File: src/rtl/gray_decoder_monitor.sv
// gray_decoder_monitor
// Receive side for a gray-coded counter: decodes each valid sample to binary
// through a two-stage pipeline, classifies the step against the previous
// sample (hold/up/down/illegal), counts illegal steps and enters FAULT after
// ERR_LIMIT consecutive violations, leaving it after GOOD_LIMIT legal steps.
// Optional macro GRAY_DECODER_SYNC_EN inserts a 2-flop synchronizer on
// i_valid/i_gray ahead of stage 1 (adds two edges of latency).

module gray_decoder_monitor #(
    parameter int N          = 4,
    parameter int ERR_LIMIT  = 3,
    parameter int GOOD_LIMIT = 4,
    parameter int CNT_W      = 8
) (
    input  logic             i_clk,
    input  logic             i_reset,
    input  logic             i_valid,
    input  logic [N-1:0]     i_gray,
    output logic             o_valid,
    output logic [N-1:0]     o_binary,
    output logic             o_up,
    output logic             o_down,
    output logic             o_hold,
    output logic             o_error,
    output logic             o_fault,
    output logic [CNT_W-1:0] o_err_count
);

    localparam int ERR_W  = $clog2(ERR_LIMIT + 1);
    localparam int GOOD_W = $clog2(GOOD_LIMIT + 1);

    typedef enum logic [1:0] {
        ST_EMPTY  = 2'd0,
        ST_LOCKED = 2'd1,
        ST_FAULT  = 2'd2
    } state_t;

    state_t              state, state_next;
    logic [ERR_W-1:0]    err_run, err_run_next;
    logic [GOOD_W-1:0]   good_run, good_run_next;

    logic                in_valid;
    logic [N-1:0]        in_gray;
    logic                s1_valid;
    logic [N-1:0]        s1_gray;
    logic [N-1:0]        s1_bin;
    logic [N-1:0]        prev_bin;
    logic [N-1:0]        delta;
    logic                step_hold, step_up, step_down, step_bad;
    logic                up_next, down_next, hold_next, error_next;

`ifdef GRAY_DECODER_SYNC_EN
    logic [1:0]          sync_valid;
    logic [N-1:0]        sync_gray_a, sync_gray_b;

    // Two-flop synchronizer for a gray count arriving from another domain
    always_ff @(posedge i_clk or posedge i_reset) begin
        if (i_reset) begin
            sync_valid  <= '0;
            sync_gray_a <= '0;
            sync_gray_b <= '0;
        end else begin
            sync_valid  <= {sync_valid[0], i_valid};
            sync_gray_a <= i_gray;
            sync_gray_b <= sync_gray_a;
        end
    end

    assign in_valid = sync_valid[1];
    assign in_gray  = sync_gray_b;
`else
    assign in_valid = i_valid;
    assign in_gray  = i_gray;
`endif

    // Stage 1: capture the offered gray sample
    always_ff @(posedge i_clk or posedge i_reset) begin
        if (i_reset) begin
            s1_valid <= 1'b0;
            s1_gray  <= '0;
        end else begin
            s1_valid <= in_valid;
            if (in_valid) begin
                s1_gray <= in_gray;
            end
        end
    end

    // Gray to binary: each binary bit is the XOR of all gray bits at or above it
    always_comb begin
        s1_bin = '0;
        for (int i = 0; i < N; i++) begin
            s1_bin[i] = ^(s1_gray >> i);
        end
    end

    assign delta     = s1_bin - prev_bin;
    assign step_hold = (delta == '0);
    assign step_up   = (delta == N'(1));
    assign step_down = (delta == '1);
    assign step_bad  = !(step_hold || step_up || step_down);

    // Next-state and step flags; nothing moves unless stage 1 holds a sample
    always_comb begin
        state_next    = state;
        err_run_next  = err_run;
        good_run_next = good_run;
        up_next       = 1'b0;
        down_next     = 1'b0;
        hold_next     = 1'b0;
        error_next    = 1'b0;

        if (s1_valid) begin
            case (state)
                ST_EMPTY: begin
                    state_next = ST_LOCKED;
                end
                ST_LOCKED: begin
                    up_next    = step_up;
                    down_next  = step_down;
                    hold_next  = step_hold;
                    error_next = step_bad;
                    if (step_bad) begin
                        if (err_run == ERR_W'(ERR_LIMIT - 1)) begin
                            state_next    = ST_FAULT;
                            err_run_next  = '0;
                            good_run_next = '0;
                        end else begin
                            err_run_next = err_run + ERR_W'(1);
                        end
                    end else begin
                        err_run_next = '0;
                    end
                end
                ST_FAULT: begin
                    up_next    = step_up;
                    down_next  = step_down;
                    hold_next  = step_hold;
                    error_next = step_bad;
                    if (step_bad) begin
                        good_run_next = '0;
                    end else if (good_run == GOOD_W'(GOOD_LIMIT - 1)) begin
                        state_next    = ST_LOCKED;
                        err_run_next  = '0;
                        good_run_next = '0;
                    end else begin
                        good_run_next = good_run + GOOD_W'(1);
                    end
                end
                default: begin
                    state_next    = ST_EMPTY;
                    err_run_next  = '0;
                    good_run_next = '0;
                end
            endcase
        end
    end

    // Monitor state register and run counters
    always_ff @(posedge i_clk or posedge i_reset) begin
        if (i_reset) begin
            state    <= ST_EMPTY;
            err_run  <= '0;
            good_run <= '0;
        end else begin
            state    <= state_next;
            err_run  <= err_run_next;
            good_run <= good_run_next;
        end
    end

    // Stage 2: decoded value, single-cycle step flags, reference and error total
    always_ff @(posedge i_clk or posedge i_reset) begin
        if (i_reset) begin
            o_valid     <= 1'b0;
            o_binary    <= '0;
            o_up        <= 1'b0;
            o_down      <= 1'b0;
            o_hold      <= 1'b0;
            o_error     <= 1'b0;
            prev_bin    <= '0;
            o_err_count <= '0;
        end else begin
            o_valid <= s1_valid;
            o_up    <= up_next;
            o_down  <= down_next;
            o_hold  <= hold_next;
            o_error <= error_next;
            if (s1_valid) begin
                o_binary <= s1_bin;
                prev_bin <= s1_bin;
            end
            if (error_next && (o_err_count != {CNT_W{1'b1}})) begin
                o_err_count <= o_err_count + CNT_W'(1);
            end
        end
    end

    assign o_fault = (state == ST_FAULT);

endmodule

File: config.mk
export PLATFORM = sky130hd
export DESIGN_NAME = gray_decoder_monitor
export DESIGN_NICKNAME = d
export VERILOG_FILES = /design/src/rtl/gray_decoder_monitor.sv
export SDC_FILE = /design/constraint.sdc
export NUM_CORES = 1
export LEC_CHECK = 0
export BUFFER_PORTS_ARGS = -buffer_cell sky130_fd_sc_hd__buf_2
export CORE_MARGIN = 2
export CORE_UTILIZATION = 35
export CTS_CLUSTER_SIZE = 40
export DETAILED_ROUTE_END_ITERATION = 16
export SLEW_MARGIN = 20
export SYNTH_ARGS = -nofsm -noshare
export SYNTH_HDL_FRONTEND = slang
export SYNTH_SLANG_ARGS = --single-unit
File: constraint.sdc
create_clock -name i_clk -period 5.1 [get_ports i_clk]
set_input_delay 0.765 -clock i_clk [delete_from_list [all_inputs] [get_ports i_clk]]
set_output_delay 0.765 -clock i_clk [all_outputs]
set_load 0.01 [all_outputs]
==> results of run 1 <==
## cells by family after synthesis
| logic type | count (synthesis) | share of synthesized area, % |
|---|---|---|
| simple gates | 46 | 17.4 |
| flops | 29 | 46.2 |
| compound gates | 23 | 12.5 |
| xor+xnor | 11 | 6.14 |
| buf+inv | 11 | 2.63 |
| fa+ha+maj | 10 | 8.45 |
| mux | 9 | 6.69 |
## through the flow
step                      std cells  setup slack, ps  power (mW)
after floorplan                 139             2050       0.675
after global placement          214             1930       0.772
after detailed placement        214             1780       0.792
after CTS                       222             1770        1.04
after global routing            222             1500        1.11
final                           222             1810        1.03
## registers in the layout, summed over array words and instances, names as in the netlist
name	count
prev_bin	4
o_valid	1
s1_valid	1
o_up	1
err_run	2
s1_gray	4
o_err_count	8
o_down	1
o_error	1
o_hold	1
state	2
good_run	3
## layout by cell type (no fill, tap or decap), drive strengths merged
| master | count |
|---|---|
| nand2b | 1 |
| nand4 | 3 |
| a32o | 1 |
| fa | 1 |
| nand2 | 9 |
| o31ai | 1 |
| and3 | 2 |
| mux2 | 9 |
| bufinv | 1 |
| a21o | 1 |
| xnor2 | 5 |
| o41ai | 1 |
| a21oi | 4 |
| a31oi | 2 |
| buf | 24 |
| nor3 | 9 |
| nand3b | 2 |
| xor2 | 6 |
| ha | 9 |
| nor2 | 9 |
| and3b | 2 |
| a21boi | 1 |
| nor4 | 3 |
| o32a | 2 |
| o21ai | 8 |
| dfrtp | 29 |
| nor2b | 1 |
| inv | 10 |
| nand3 | 4 |
| o31a | 1 |
| clkbuf | 7 |
| nand4b | 1 |
| o211ai | 1 |
## metal layers
layer	up-vias	global-route usage [%]	routed length (um)
met5	-	0	0
met4	0	5.66	27
met3	2	4.56	132
met2	23	22.1	1510
met1	554	16.8	1340
li1	557	-	-
## cell type report
type	instances	area, um^2	area share [%]
tap	52	65.1	3.48
timing repair buffer	24	120	6.43
inverter	10	37.5	2.01
clock inverter	1	30.0	1.61
multi-input combinational	99	803	43.0
sequential	29	726	38.8
clock buffer	7	86.3	4.62
## worst reg2reg max path, stage by stage, from the launching register on
cell and delay [ps]:
sky130_fd_sc_hd__dfrtp_1 440, sky130_fd_sc_hd__xnor2_1 320, sky130_fd_sc_hd__xnor2_1 290, sky130_fd_sc_hd__xnor2_1 200, sky130_fd_sc_hd__ha_1 200, sky130_fd_sc_hd__inv_1 50
sky130_fd_sc_hd__fa_1 380, sky130_fd_sc_hd__xor2_1 190, sky130_fd_sc_hd__nor2_1 110, sky130_fd_sc_hd__a21boi_4 170, sky130_fd_sc_hd__o32a_4 430, sky130_fd_sc_hd__nor2_2 110
sky130_fd_sc_hd__mux2_4 300
## final timing paths
check / start / to / cells after the start / slack (ps)
worst max-delay path: s1_gray[3] / good_run[0] / 12 / 1810
worst min-delay path: o_err_count[5] / o_err_count[5] / 1 / 490
worst max register to register: s1_gray[3] / good_run[0] / 12 / 1810
worst min register to register: o_err_count[5] / o_err_count[5] / 1 / 490
max in group asynchronous: i_reset / s1_valid / 2 / 4140
min in group asynchronous: i_reset / o_err_count[6] / 2 / 550
## where the power goes
| part | leakage [nW] | internal [mW] | switching (mW) |
|---|---|---|---|
| sequential | 0.368 | 0.282 | 0.0520 |
| clock | 0.0585 | 0.159 | 0.0848 |
| combinational | 0.475 | 0.182 | 0.267 |
| total | 0.902 | 0.623 | 0.403 |
==> results list, run 1 <==
- Counting flops and latches in the post-synthesis netlist gives 29.
* Async set or reset register ratio after synthesis: 100%
- Outcome: finished clean
- Final Critical Period: 3290 ps
- TritonCTS built the clock tree.
- The worst setup path is captured at a flop.
- Number of buffers inserted for hold repair after clock tree synthesis: 0
- Count of antenna-violating nets left after detailed routing: 0
- The initial utilization of the core area, before any placement, comes to 36.3%.
- Once the clock tree was built, the resizer swapped 0 gates to a different size.
- Final clock skew: between 7 and 8 ps
- Die footprint: between 0.005 and 0.006 mm^2
- After synthesis, flip-flops and latches occupy around 46% of the total area.
* Fin. max-slew vios: 0
- Vias/cell: about 5.1
- Num rows: 24
- The slowest stage of the critical path is the sky130_fd_sc_hd__dfrtp_1 cell.
* I/O pin total: 25
- Pin count of the biggest net entering global routing: 30
- Fill cells in the final layout number roughly 440.
- Port Buf Inserts: 24
* IR Drop Worst-Case VDD: between 0.2 and 0.3 mV
* Maximum cell stage delay along the critical path: about 440 ps
* Number of enable-type register cells in the synthesized netlist: 0
* Initial DRC Count: 34
* Routed Wire Length: around 3000 um
* Share of final-layout standard cells stronger than drive strength 1: between 20 and 30%
* Global-route wire length before repair: between 5000 and 6000 um
- Clock latency at the later pin of the worst-skew pair: 280 ps
* WS Path Type: flop to flop
- At the end of the flow the core is filled with cells to between 40% and 50%.
- In this run the worst hold path is classified as flop to flop.
- Leakage power of the design: between 0.9 and 1 nW
* Placeable core region: ~0.0043 mm^2
- Largest area contributor in the synthesized netlist: sky130_fd_sc_hd__dfrtp_1
* Netlist cell types: 37
- CP Max Fanout: 6
* Number of detailed-route iterations in the first pass: 4
- Clock tree synthesis inserted a total of 5 buffers.
- With fillers left out, the area of the finished cells amounts to ~0.0019 mm^2.
- DR WL/cell: roughly 14 um
- Mean Syn Cell Area: about 11 um^2
- Ratio of final minimum period to clock period: ~64%
* Final antenna diode count: 0
* Fraction of synthesized cell area taken by the top area cell type: a little under half
- In this run the horizontal extent of the chip is about 71 um.
- Via count of the first global-routing pass: approximately 1200
- Cell family contributing the most delay on the critical path: XOR/XNOR gates
- Post-detailed-placement cell area: between 0.0015 and 0.002 mm^2
- At the pin with the least slew margin, the transition time is between 500 and 600 ps.
- Synth Flop Type: sky130_fd_sc_hd__dfrtp_1
* Crit path buf inv count: 1
* Nature of the critical path startpoint: flop
- GRT Total Usage: a little over an eighth
- Remaining design rule violation count: 0
- Setup TNS Final: 0 ps
- Count of warnings emitted by yosys: 0
- Required time of the critical path: 5260 ps
* Cell with the most instances on the worst path: sky130_fd_sc_hd__xnor2_1
- In this run the cell area of the synthesized design comes to between 0.0015 and 0.002 mm^2.
- Across the run, the number of max-cap violations was 0.
* Routability-driven placement congestion ratio: around 0.82
- Die Y: a little over 70 um
- Number of nets in the synthesized netlist: between 150 and 200
- Setup violations remaining at the end of the flow were counted as 0.
- FMAX: between 0.3 and 0.4 GHz
* Worst rel slew slack: 60.1%
- HPWL reported at the end of detailed placement: 2340 um
* Power per unit of standard cell area: 550 mW/mm^2
* Maximum root-to-sink buffer count: 2
- After clock tree synthesis, the setup repair step added 0 buffers.
* Via count: approximately 1100
- Final Hold Violating Endpoints: 0
* Crit path cell chain: xnor2_1 -> xnor2_1 -> xnor2_1 -> ha_1 -> inv_1 -> fa_1 -> xor2_1 -> nor2_1 -> a21boi_4 -> o32a_4 -> nor2_2 -> mux2_4
- Worst EP arrival: roughly 3500 ps
* Clock H-tree levels: 2
- Clock edge transition at the registers on the reported setup and hold paths: ~70 ps
- Most frequent cells after synthesis: 29 x sky130_fd_sc_hd__dfrtp_1, 10 x sky130_fd_sc_hd__inv_1, 9 x sky130_fd_sc_hd__ha_1, 9 x sky130_fd_sc_hd__nand2_1, 8 x sky130_fd_sc_hd__nor2_1
- Top cells by area in the synthesized netlist: sky130_fd_sc_hd__dfrtp_1 46%, sky130_fd_sc_hd__ha_1 7.2%, sky130_fd_sc_hd__mux2_2 4.3%, sky130_fd_sc_hd__xor2_1 3.3%, sky130_fd_sc_hd__nor3_4 3.1%
- The cell sitting at the root of the clock tree is a sky130_fd_sc_hd__clkbuf_8.
* Leftover overflow at the end of global routing: 0
- Layout Area Growth over Synthesis: 19.0%
* Post-Synthesis Cells: between 100 and 150
* Number of antenna violations at the first check in global routing: 0
* Final hold slack: between 400 and 500 ps
- Clock tree synthesis found a total of 29 sinks.
- sky130_fd_sc_hd__dfrtp_1 is the most common cell in the netlist.
* RSZ-0062 raised after global routing: false
- In the final design database the tool counted 186 nets.
(Power assumes the default switching activity.)
==> run 2, diff against run 1 <==
- ABC_AREA: not set -> 1
- clock period: 5.1 -> 3.1 ns (I/O delays scaled with it)
==> run 2 against run 1 <==
Compared with the run above:
- largest power group unchanged
- sequential power is 53% higher
- sequential cell count stayed put
- largest cell class unchanged
- critical path type unchanged
- power is 40% higher
- non-clock buffer count is 2 higher
- critical endpoint is now state[1]
- final cell count is 21% higher
- combinational power is 31% higher
- maximum frequency is 17% higher
==> results list, run 2 <==
* Outcome: finished clean
- Global routing used 3.38% of the available met3 tracks.
- Met2 track demand over resource in global routing: 18.3%
- Root cell of the clock tree: sky130_fd_sc_hd__clkbuf_8
- Top register by number of flip-flops: o_err_count
* Placeable core region: between 0.004 and 0.005 mm^2
- The initial utilization of the core area, before any placement, comes to 36.6%.
* Post-Synthesis Cells: roughly 180
- Slew at the pin closest to its max-slew limit: 418 ps
* Layout Nets: 233
- Setup total negative slack on the finished layout was measured at 0 ps.
* Via count: ~1200
* Clock buffers created by TritonCTS: 5
- Most frequent cells after synthesis: 48 x sky130_fd_sc_hd__nand2_1, 29 x sky130_fd_sc_hd__dfrtp_1, 24 x sky130_fd_sc_hd__inv_1
- Global routing used approximately an eighth of the available tracks across all layers.
* Met1 capacity usage during global routing: between 10% and 20%
- Global routing finished with a remaining overflow of 0.
- The number of global-route vias before repair was around 1100.
- The tool flagged a number of max-cap violations equal to 0.
- Placement Setup Slack: between 200 and 300 ps
- The repair_antennas step left the layout with diodes totalling 0.
- Die Y: roughly 72 um
* Worst rel slew slack: between 70% and 80%
- Die outline width: slightly above 70 um
* Final Critical Period: 2800 ps
* Register bit total from synthesis: 29
- Routability-driven placement congestion ratio: roughly 0.8
- Mean Syn Cell Area: roughly 8.7 um^2
- Netlist cell types: 25
* Registers with the most flip-flops: o_err_count x8, prev_bin x4, s1_gray x4
* Setup violations, final: 0
* Switching share of power: between 30% and 40%
- Nature of the critical path startpoint: flop
* Power per unit of standard cell area: between 700 and 800 mW/mm^2
- The global routing stage identified its most utilized layer as met2.
- Num rows: 24
- The share of total power dissipated in the clock network is between 20% and 30%.
- The area growth from synthesis to layout is 19.1%.
- Based on the critical path, the design can be clocked at up to 0.357 GHz.
* CP Max Fanout: 5
- WS Path Type: flop to flop
- Summed over all cells, the static leakage comes to between 0.9 and 1 nW.
- The finished layout holds 269 standard cells, fillers aside.
- In this run the remaining antenna-violating nets after routing total 0.
- In this run the tool buffered the top-level ports with 24 buffer cells.
* Largest area contributor in the synthesized netlist: sky130_fd_sc_hd__dfrtp_1
* Final clock skew: about 11 ps
- DR WL/cell: approximately 11 um
- Relative contribution of sequential cells to total power: a little over a third
- Remaining design rule violation count: 0
* Worst EP arrival: slightly below 3000 ps
- Path class of the lowest-slack min-delay path: input pin to async pin
* I/O pin total: 25
- The longest clock path from root to sink contains 2 buffers.
- The clock drives 29 sinks.
- In the layout the commonest cells are 48 x sky130_fd_sc_hd__nand2_1, 29 x sky130_fd_sc_hd__dfrtp_1, 24 x sky130_fd_sc_hd__inv_1, 24 x sky130_fd_sc_hd__buf_2, 10 x sky130_fd_sc_hd__nor2_1.
* Net switching power figure: 0.574 mW
- The die covers between 0.005 and 0.006 mm^2.
- The number of cells on the worst reg-to-reg path is 17.
- Count of warnings emitted by yosys: 0
* Clock H-tree levels: 2
- Fraction of power consumed by combinational cells: between 40% and 50%
- Initial DRC Count: 19
- The pre-antenna-repair detailed-routing pass consisted of 4 iterations.
- Async set or reset register ratio after synthesis: between 90% and 100%
* Synth Flop Type: sky130_fd_sc_hd__dfrtp_1
- Sequential-to-total area share from yosys stat: between 40% and 50%
- At the worst endpoint, the required time is 3260 ps.
- For this block, the routed nets add up to ~2900 um of wire.
* Top cells by area in the synthesized netlist: sky130_fd_sc_hd__dfrtp_1 45%, sky130_fd_sc_hd__nand2_1 11%, sky130_fd_sc_hd__ha_1 7.0%, sky130_fd_sc_hd__inv_1 5.6%, sky130_fd_sc_hd__xor2_1 3.8%
* Element type at the critical path end: flop
- Global-route wire length before repair: roughly 5100 um
* Number of nets in the synthesized netlist: between 200 and 250
* Commonest non-fill, non-tap cell in the layout: sky130_fd_sc_hd__nand2_1
- The final max-slew violation count was 0.
* Pin count of the biggest net entering global routing: 30
- Placed Instances: ~260
* Clock edge transition at the registers on the reported setup and hold paths: 70 ps
* Leading cell type by number of instances after synthesis: sky130_fd_sc_hd__nand2_1
* Worst setup path start: s1_gray[3]
- In this run the biggest area consumer among cell types represents between 40% and 50% of the synthesized area.
- The internal portion of the total power is 0.864 mW.
- The layout has 441 filler cells.
* Ratio of final minimum period to clock period: between 90% and 100%
- TritonCTS built the clock tree.
- Overall Power: between 1 and 1.5 mW
* Number of antenna violations at the first check in global routing: 0
- Critical R2R Launch: s1_gray[3]
* HPWL reported at the end of detailed placement: between 2000 and 2500 um
- Number of enable-type register cells in the synthesized netlist: 0
- In the routed layout, each cell is associated on average with a via count of between 4 and 5.
* Final critical-path setup slack: around 300 ps
- The number of hold-slack violations in the final timing report came to 0.
- Number of flip-flops under the largest register name: 8
* IR Drop Worst-Case VDD: between 0.2 and 0.3 mV
- Share of final-layout standard cells stronger than drive strength 1: roughly a quarter
- The later pin in the worst-skew pair is clocked with a latency of between 200 and 300 ps.
* Syn Std Cell Area: 0.00160 mm^2
==> run 2: cell types whose count changed after synthesis, sizes merged, moves of 5 or more <==
cell   change
inv       +17
mux2       -9
nand2     +45
nand3      +6
nor2       +6
nor3       -5
o21ai     +11
xnor2      -5
==> run 2: repair_timing <==
action / 4_1_cts / 5_1_grt
setup endpoints to repair: 0 / 5
buffers inserted: 0 / 0
resized for setup: 0 / 2
hold buffers: 0 / 0
==> run 2: cell type report <==
class	instances	area (um^2)	area share, %
clock buffer	7	96.3	5.05
timing repair buffer	26	135	7.08
tap	52	65.1	3.41
sequential	29	726	38.0
multi-input combinational	126	769	40.3
inverter	28	113	5.90
clock inverter	1	5.00	0.262
==> run 2: final timing paths <==
path | endpoint | slack, ps
min reg2reg | good_run[1] | 510
max in group asynchronous | o_err_count[6] | 2580
max reg2reg | state[1] | 300
min | prev_bin[0] | 240
min in group i_clk | s1_valid | 390
max | state[1] | 300
==> run 2: kinds of logic (layout without fill, tap and decap cells) <==
kind of cell / after synthesis / after routing / share of synthesized area, %
buffers and inverters: 29 / 62 / 7.34
AND/OR/NAND/NOR: 89 / 89 / 28.3
AO/OA/AOI/OAI: 20 / 20 / 6.95
XOR/XNOR: 7 / 7 / 3.83
flip-flops: 29 / 29 / 45.3
adder cells (fa/ha/maj): 10 / 10 / 8.27
==> run 2: layer usage <==
layer  vias to the layer above  part of all wire [%]
li1                        647                     -
met1                       547                    53
met3                         6                   3.8
met5                         -                     0
met2                        20                    41
met4                         0                   2.5
==> run 2: critical path: stages, from the launching register on <==
cell,delay (ps)
sky130_fd_sc_hd__dfrtp_1,430
sky130_fd_sc_hd__inv_2,90
sky130_fd_sc_hd__nand2_1,50
sky130_fd_sc_hd__nand2_1,130
sky130_fd_sc_hd__xor2_2,180
sky130_fd_sc_hd__xor2_1,200
sky130_fd_sc_hd__ha_1,180
sky130_fd_sc_hd__inv_1,60
sky130_fd_sc_hd__fa_1,510
sky130_fd_sc_hd__nand2_1,70
sky130_fd_sc_hd__nor3_2,170
sky130_fd_sc_hd__nand3_2,140
sky130_fd_sc_hd__nand2_4,130
sky130_fd_sc_hd__nand2_2,70
sky130_fd_sc_hd__nand2_4,80
sky130_fd_sc_hd__nand3_1,80
sky130_fd_sc_hd__nand2_1,80
sky130_fd_sc_hd__nand2_1,40
==> run 2: through the flow <==
stage                     hold WS (ps)  instance area, um^2  utilization [%]
after floorplan                    349                 1600                -
after global placement             485                 1800             41.0
after detailed placement           501                 1800             41.0
after CTS                          253                 1900             43.3
after global routing               285                 1910             43.6
final                              237                 1910             43.6
==> run 2: power by group through the flow <==
stage               clock network, mW  logic [mW]  registers [mW]
CTS                             0.356       0.591           0.511
global route                    0.372       0.665           0.522
detailed placement                  0       0.584           0.518
finish                          0.343       0.585           0.511
global placement                    0       0.582           0.518
floorplan                           0       0.430           0.529
